===== config.mk =====
export PLATFORM = sky130hd
export DESIGN_NAME = warp_mem_arbiter
export DESIGN_NICKNAME = d
export VERILOG_FILES = /design/src/rtl/warp_mem_arbiter.sv
export SDC_FILE = /design/constraint.sdc
export NUM_CORES = 1
export LEC_CHECK = 0
export CORE_ASPECT_RATIO = 0.9
export CORE_MARGIN = 2
export CORE_UTILIZATION = 38
export CTS_CLUSTER_DIAMETER = 40
export DETAILED_ROUTE_END_ITERATION = 8
export PLACE_DENSITY_LB_ADDON = 0.08
export SYNTH_ARGS = -nofsm -noshare
export SYNTH_HDL_FRONTEND = slang
export SYNTH_SLANG_ARGS = --single-unit

===== constraint.sdc =====
create_clock -name clk -period 5 [get_ports clk]
set_input_delay 0.5 -clock clk [delete_from_list [all_inputs] [get_ports clk]]
set_output_delay 0.5 -clock clk [all_outputs]
set_load 0.01 [all_outputs]

===== src/rtl/warp_mem_arbiter.sv =====
// Round-robin arbiter sharing one memory request port between all warps of an SM.
// Tracks per-warp outstanding requests, routes responses by tag and drives the memory stall mask.
module warp_mem_arbiter #(
    parameter int NUM_WARPS       = 8,
    parameter int MAX_OUTSTANDING = 4,
    parameter int ADDR_W          = 32
) (
    input  logic                        clk,
    input  logic                        rst_n,
    input  logic [NUM_WARPS-1:0]        req_valid,
    input  logic [NUM_WARPS*ADDR_W-1:0] req_addr,
    input  logic [NUM_WARPS-1:0]        req_write,
    output logic [NUM_WARPS-1:0]        req_ready,
    output logic                        mem_req_valid,
    input  logic                        mem_req_ready,
    output logic [ADDR_W-1:0]           mem_req_addr,
    output logic                        mem_req_write,
    output logic [5:0]                  mem_req_tag,
    input  logic                        mem_resp_valid,
    input  logic [5:0]                  mem_resp_tag,
    output logic                        resp_valid,
    output logic [5:0]                  resp_warp_id,
    output logic [NUM_WARPS-1:0]        warp_stall_mask,
    output logic                        stall_valid,
    output logic [5:0]                  stall_warp_id,
    output logic                        err_underflow
);

    localparam int CNT_W = $clog2(MAX_OUTSTANDING + 1);
    localparam int PTR_W = $clog2(NUM_WARPS);
    localparam logic [CNT_W-1:0] MAX_CNT = CNT_W'(MAX_OUTSTANDING);

    logic [CNT_W-1:0]     cnt_q [NUM_WARPS];
    logic [CNT_W-1:0]     cnt_d [NUM_WARPS];
    logic [PTR_W-1:0]     rr_ptr;
    logic [PTR_W-1:0]     grant_idx;
    logic [NUM_WARPS-1:0] eligible;
    logic [NUM_WARPS-1:0] inc_v;
    logic [NUM_WARPS-1:0] dec_v;
    logic [NUM_WARPS-1:0] mask_d;
    logic                 slot_free;
    logic                 grant_any;
    logic                 resp_known;
    logic                 new_stall;
    logic                 underflow;

    assign slot_free = !mem_req_valid || mem_req_ready;

    // NOTE: combinational blocks use blocking assignments with every output defaulted first, so no latch is inferred.
    always_comb begin
        int idx;
        idx       = 0;
        grant_any = 1'b0;
        grant_idx = '0;
        eligible  = '0;
        for (int w = 0; w < NUM_WARPS; w++) begin
            eligible[w] = req_valid[w] && (cnt_q[w] < MAX_CNT);
        end
        if (slot_free) begin
            for (int i = 0; i < NUM_WARPS; i++) begin
                idx = int'(rr_ptr) + i;
                if (idx >= NUM_WARPS) idx = idx - NUM_WARPS;
                if (!grant_any && eligible[idx]) begin
                    grant_any = 1'b1;
                    grant_idx = PTR_W'(idx);
                end
            end
        end
    end

    always_comb begin
        req_ready = '0;
        if (grant_any) req_ready[grant_idx] = 1'b1;
    end

    // A response only decrements a counter that is non-zero; anything else is an underflow.
    always_comb begin
        inc_v      = '0;
        dec_v      = '0;
        mask_d     = '0;
        resp_known = 1'b0;
        for (int w = 0; w < NUM_WARPS; w++) begin
            inc_v[w]   = grant_any && (grant_idx == PTR_W'(w));
            dec_v[w]   = mem_resp_valid && (mem_resp_tag == 6'(w)) && (cnt_q[w] != '0);
            resp_known = resp_known | dec_v[w];
            cnt_d[w]   = cnt_q[w];
            if (inc_v[w] && !dec_v[w]) cnt_d[w] = cnt_q[w] + CNT_W'(1);
            else if (dec_v[w] && !inc_v[w]) cnt_d[w] = cnt_q[w] - CNT_W'(1);
            mask_d[w]  = (cnt_d[w] != '0);
        end
    end

    assign new_stall = grant_any && (cnt_q[grant_idx] == '0);
    assign underflow = mem_resp_valid && !resp_known;

    always_ff @(posedge clk) begin
        if (!rst_n) begin
            // NOTE: the counter array is reset explicitly; it is control state, not a RAM.
            for (int w = 0; w < NUM_WARPS; w++) cnt_q[w] <= '0;
            rr_ptr          <= '0;
            mem_req_valid   <= 1'b0;
            mem_req_addr    <= '0;
            mem_req_write   <= 1'b0;
            mem_req_tag     <= '0;
            resp_valid      <= 1'b0;
            resp_warp_id    <= '0;
            warp_stall_mask <= '0;
            stall_valid     <= 1'b0;
            stall_warp_id   <= '0;
            err_underflow   <= 1'b0;
        end else begin
            for (int w = 0; w < NUM_WARPS; w++) cnt_q[w] <= cnt_d[w];
            warp_stall_mask <= mask_d;
            if (slot_free) begin
                mem_req_valid <= grant_any;
                if (grant_any) begin
                    mem_req_addr  <= req_addr[grant_idx*ADDR_W +: ADDR_W];
                    mem_req_write <= req_write[grant_idx];
                    mem_req_tag   <= 6'(grant_idx);
                end
            end
            if (grant_any) begin
                rr_ptr <= (grant_idx == PTR_W'(NUM_WARPS - 1)) ? '0 : grant_idx + PTR_W'(1);
            end
            stall_valid <= new_stall;
            if (new_stall) stall_warp_id <= 6'(grant_idx);
            resp_valid   <= mem_resp_valid;
            resp_warp_id <= mem_resp_tag;
            if (underflow) err_underflow <= 1'b1;
        end
    end

endmodule


==> impl_metrics.env <==
export IMPL_synth_most_common_cell="mux2i_1"
export IMPL_ir_worst_vdd_uv=412.6
export IMPL_fin_total_pwr_mw=7.741
export IMPL_setup_viol=0
export IMPL_synth_edf_count=0
export IMPL_maxSlewHeadroom_pct=38.69
export IMPL_setup_tns_ps=0
export IMPL_cpPeakStageDelay_ps=650
export IMPL_yosys_top_cells_count="mux2i_1, dfxtp_1, nand2_1"
export IMPL_layout_drive_gt1_share_pct=8.305
export IMPL_crit_arrival_ps=4300
export IMPL_area_delta_synth_final_pct=54.98
export IMPL_syn_cell_area_um2=7287
export IMPL_fin_crit_sh_pct=95.96
export IMPL_placed_area_um2=10980
export IMPL_slew_violations=0
export IMPL_routedWlPerCell_um=21.21
export IMPL_worst_path_max_delay_cell="clkdlybuf4s50_1"
export IMPL_tightest_slew_ps=916.3
export IMPL_synthCells=842
export IMPL_cts_clk_slew_worst_paths_ps=60
export IMPL_routed_via_density=5.562
export IMPL_cts_hold_buf=0
export IMPL_maxCapViolCount=0
export IMPL_nNetsFinal=1476
export IMPL_ys_seq_area_share_pct=23.08
export IMPL_cpLargestDelayFamily="buffers and inverters"
export IMPL_cts_buffer_depth=2
export IMPL_max_freq_mhz=208.4
export IMPL_ant_nets=0
export IMPL_hold_path_class="reg2reg"
export IMPL_io_buffers=346
export IMPL_worstSetupStartpointType="primary input"
export IMPL_ys_flop_type="dfxtp_1"
export IMPL_nFillCells=1790
export IMPL_antenna_found_initial=6
export IMPL_final_area_um2=11290
export IMPL_pin_count=353
export IMPL_grt_pass1_wl_mm=45.08
export IMPL_rows=48
export IMPL_synth_area_top_cells="dfxtp_1, mux2i_1, ha_1"
export IMPL_grt_max_degree=58
export IMPL_grt_pass1_vias=7750
export IMPL_yosys_warnings=0
export IMPL_routed_wl_mm=30.10
export IMPL_die_h_um=135.4
export IMPL_crit_path_end_kind="output pin"
export IMPL_clock_sinks=84
export IMPL_cts_tree="built"
export IMPL_drt_iter0_drc=412
export IMPL_ys_types=79
export IMPL_drt_pass1_iter_count=5
export IMPL_critPathKind="in2out"
export IMPL_wl_met2_mm=14.63
export IMPL_worstPathMaxFanout=21
export IMPL_hpwl_mm=24.00
export IMPL_cp_common_cell="clkdlybuf4s50_1"
export IMPL_clockRootBuffer="clkbuf_16"
export IMPL_vias=7892
export IMPL_wl_met3_mm=2.481
export IMPL_numCtsBuffers=9
export IMPL_postCtsSetupRepairBufs=0
export IMPL_top_layer="met5"
export IMPL_whs_ps=463.8
export IMPL_htreeDepth=3
export IMPL_fin_skew_ps=11.90
export IMPL_initial_core_util_pct=38.40
export IMPL_worstPathRequired_ps=4500
export IMPL_power_density_nw_per_um2=685.4
export IMPL_cts_resized_gates=0
export IMPL_m1WireLength_mm=12.06
export IMPL_gp_congestion=0.9093
export IMPL_grt_usage_pct=29.27
export IMPL_rsz0062_at_grt="false"
export IMPL_cp_cell_sequence="clkdlybuf4s50_1, nor2b_1, mux2i_1, mux4_2, o221a_1, o311ai_4, nand2_4, clkinv_4, nand2_1, nor2_1, clkdlybuf4s50_1"
export IMPL_coreArea_um2=18980
export IMPL_status="completed"
export IMPL_final_hold_viol_count=0
export IMPL_layout_min_cycle_time_ps=4798
export IMPL_die_area_um2=20300
export IMPL_avgSynthCellArea_um2=8.654
export IMPL_p_leak_nw=4.614
export IMPL_drc_errors=0
export IMPL_synth_seq_cells=84
export IMPL_pre_cts_slack_ps=302.5
export IMPL_synth_top_area_cell="dfxtp_1"
export IMPL_layout_setup_ws_ps=202.1
export IMPL_synth_top_area_share_pct=23.08
export IMPL_async_reset_ff_share_pct=0
export IMPL_overflow=0
export IMPL_clk_latency_ps=360
export IMPL_cp_num_buf_inv=3
export IMPL_die_x_um=150.0
## final cells by class
class / instances / area (µm²) / area share, %
Antenna cell: 1 / 2.502 / 0.02216
Inverter: 38 / 150.1 / 1.329
Clock inverter: 7 / 68.82 / 0.6094
Tap cell: 250 / 312.8 / 2.770
Sequential cell: 84 / 1684 / 14.91
Clock buffer: 9 / 225.2 / 1.994
Timing Repair Buffer: 373 / 3677 / 32.56
Multi-Input combinational cell: 657 / 5172 / 45.80
## metal layers
layer	global-route usage [%]	up-vias
met3	9.529	58
met4	9.329	4
met1	36.54	3725
met2	47.87	284
met5	0	-
li1	-	3821
## registers in the layout, summed over array words and instances (netlist names)
signal,cells
cnt_q,24
mem_req_addr,32
warp_stall_mask,8
resp_valid,1
stall_warp_id,3
mem_req_valid,1
resp_warp_id,6
err_underflow,1
mem_req_write,1
stall_valid,1
mem_req_tag,3
rr_ptr,3
## worst register-to-register path, stage by stage, from the launching register on
cell      delay, ps
dfxtp_1         480
ha_1            330
xor2_1          330
mux4_2          410
mux2_2          310
and2_1          230
a22o_1          250
o21ai_2         340
inv_2           230
buf_4           270
nor2_1          250
buf_4           310
a221oi_1        130
o211ai_1        330
o211a_1         200
## cells in the final DEF, fill, tap and decap left out, types with 8 or more instances in the layout
master and count:
buf_4 25, nand2_1 56, mux2i_1 92, a211oi_1 15
o211a_1 15, clkdlybuf4s50_1 345, o22a_1 17, o211ai_1 16
a221o_1 8, dfxtp_1 82, nor3_1 25, nand2b_1 13
clkbuf_16 9, xnor2_1 24, mux2_2 14, a21oi_1 29
ha_1 30, inv_1 32, and2_1 17, o21ai_0 36
a221oi_1 36, mux4_2 15, nor2b_1 11, nor2_1 54
mux2_1 9, o22ai_1 23
## cells by family after synthesis
kind of cell | after synthesis | synth area share, %
flops | 84 | 23.08
mux | 130 | 20.83
buf+inv | 106 | 6.611
fa+ha+maj | 34 | 5.752
xor+xnor | 26 | 3.228
other cells | 1 | 0.05146
simple gates | 223 | 15.71
compound gates | 238 | 24.74
## final timing paths
kind | slack, ps | depth (start not counted) | startpoint | to
worst max-delay path | 200 | 11 | req_valid[1] | req_ready[4]
worst max register to register | 550 | 14 | rr_ptr[0] | mem_req_addr[30]
worst min register to register | 460 | 2 | stall_warp_id[2] | stall_warp_id[2]
worst min-delay path | 460 | 2 | stall_warp_id[2] | stall_warp_id[2]
## power breakdown
part,internal (mW),total (mW),switching (mW)
clock,0.349,0.677,0.328
sequential,0.912,1.10,0.184
combinational,2.74,5.97,3.23
total,4.00,7.74,3.74
## stage by stage
step | std cells | utilization (%)
3_5_place_dp | 1402 | 57.83
3_3_place_gp | 1402 | 57.83
6_report | 1419 | 59.51
4_1_cts | 1418 | 59.38
5_1_grt | 1419 | 59.51
2_1_floorplan | 847 | -
Power figures use the tool's default switching activity.
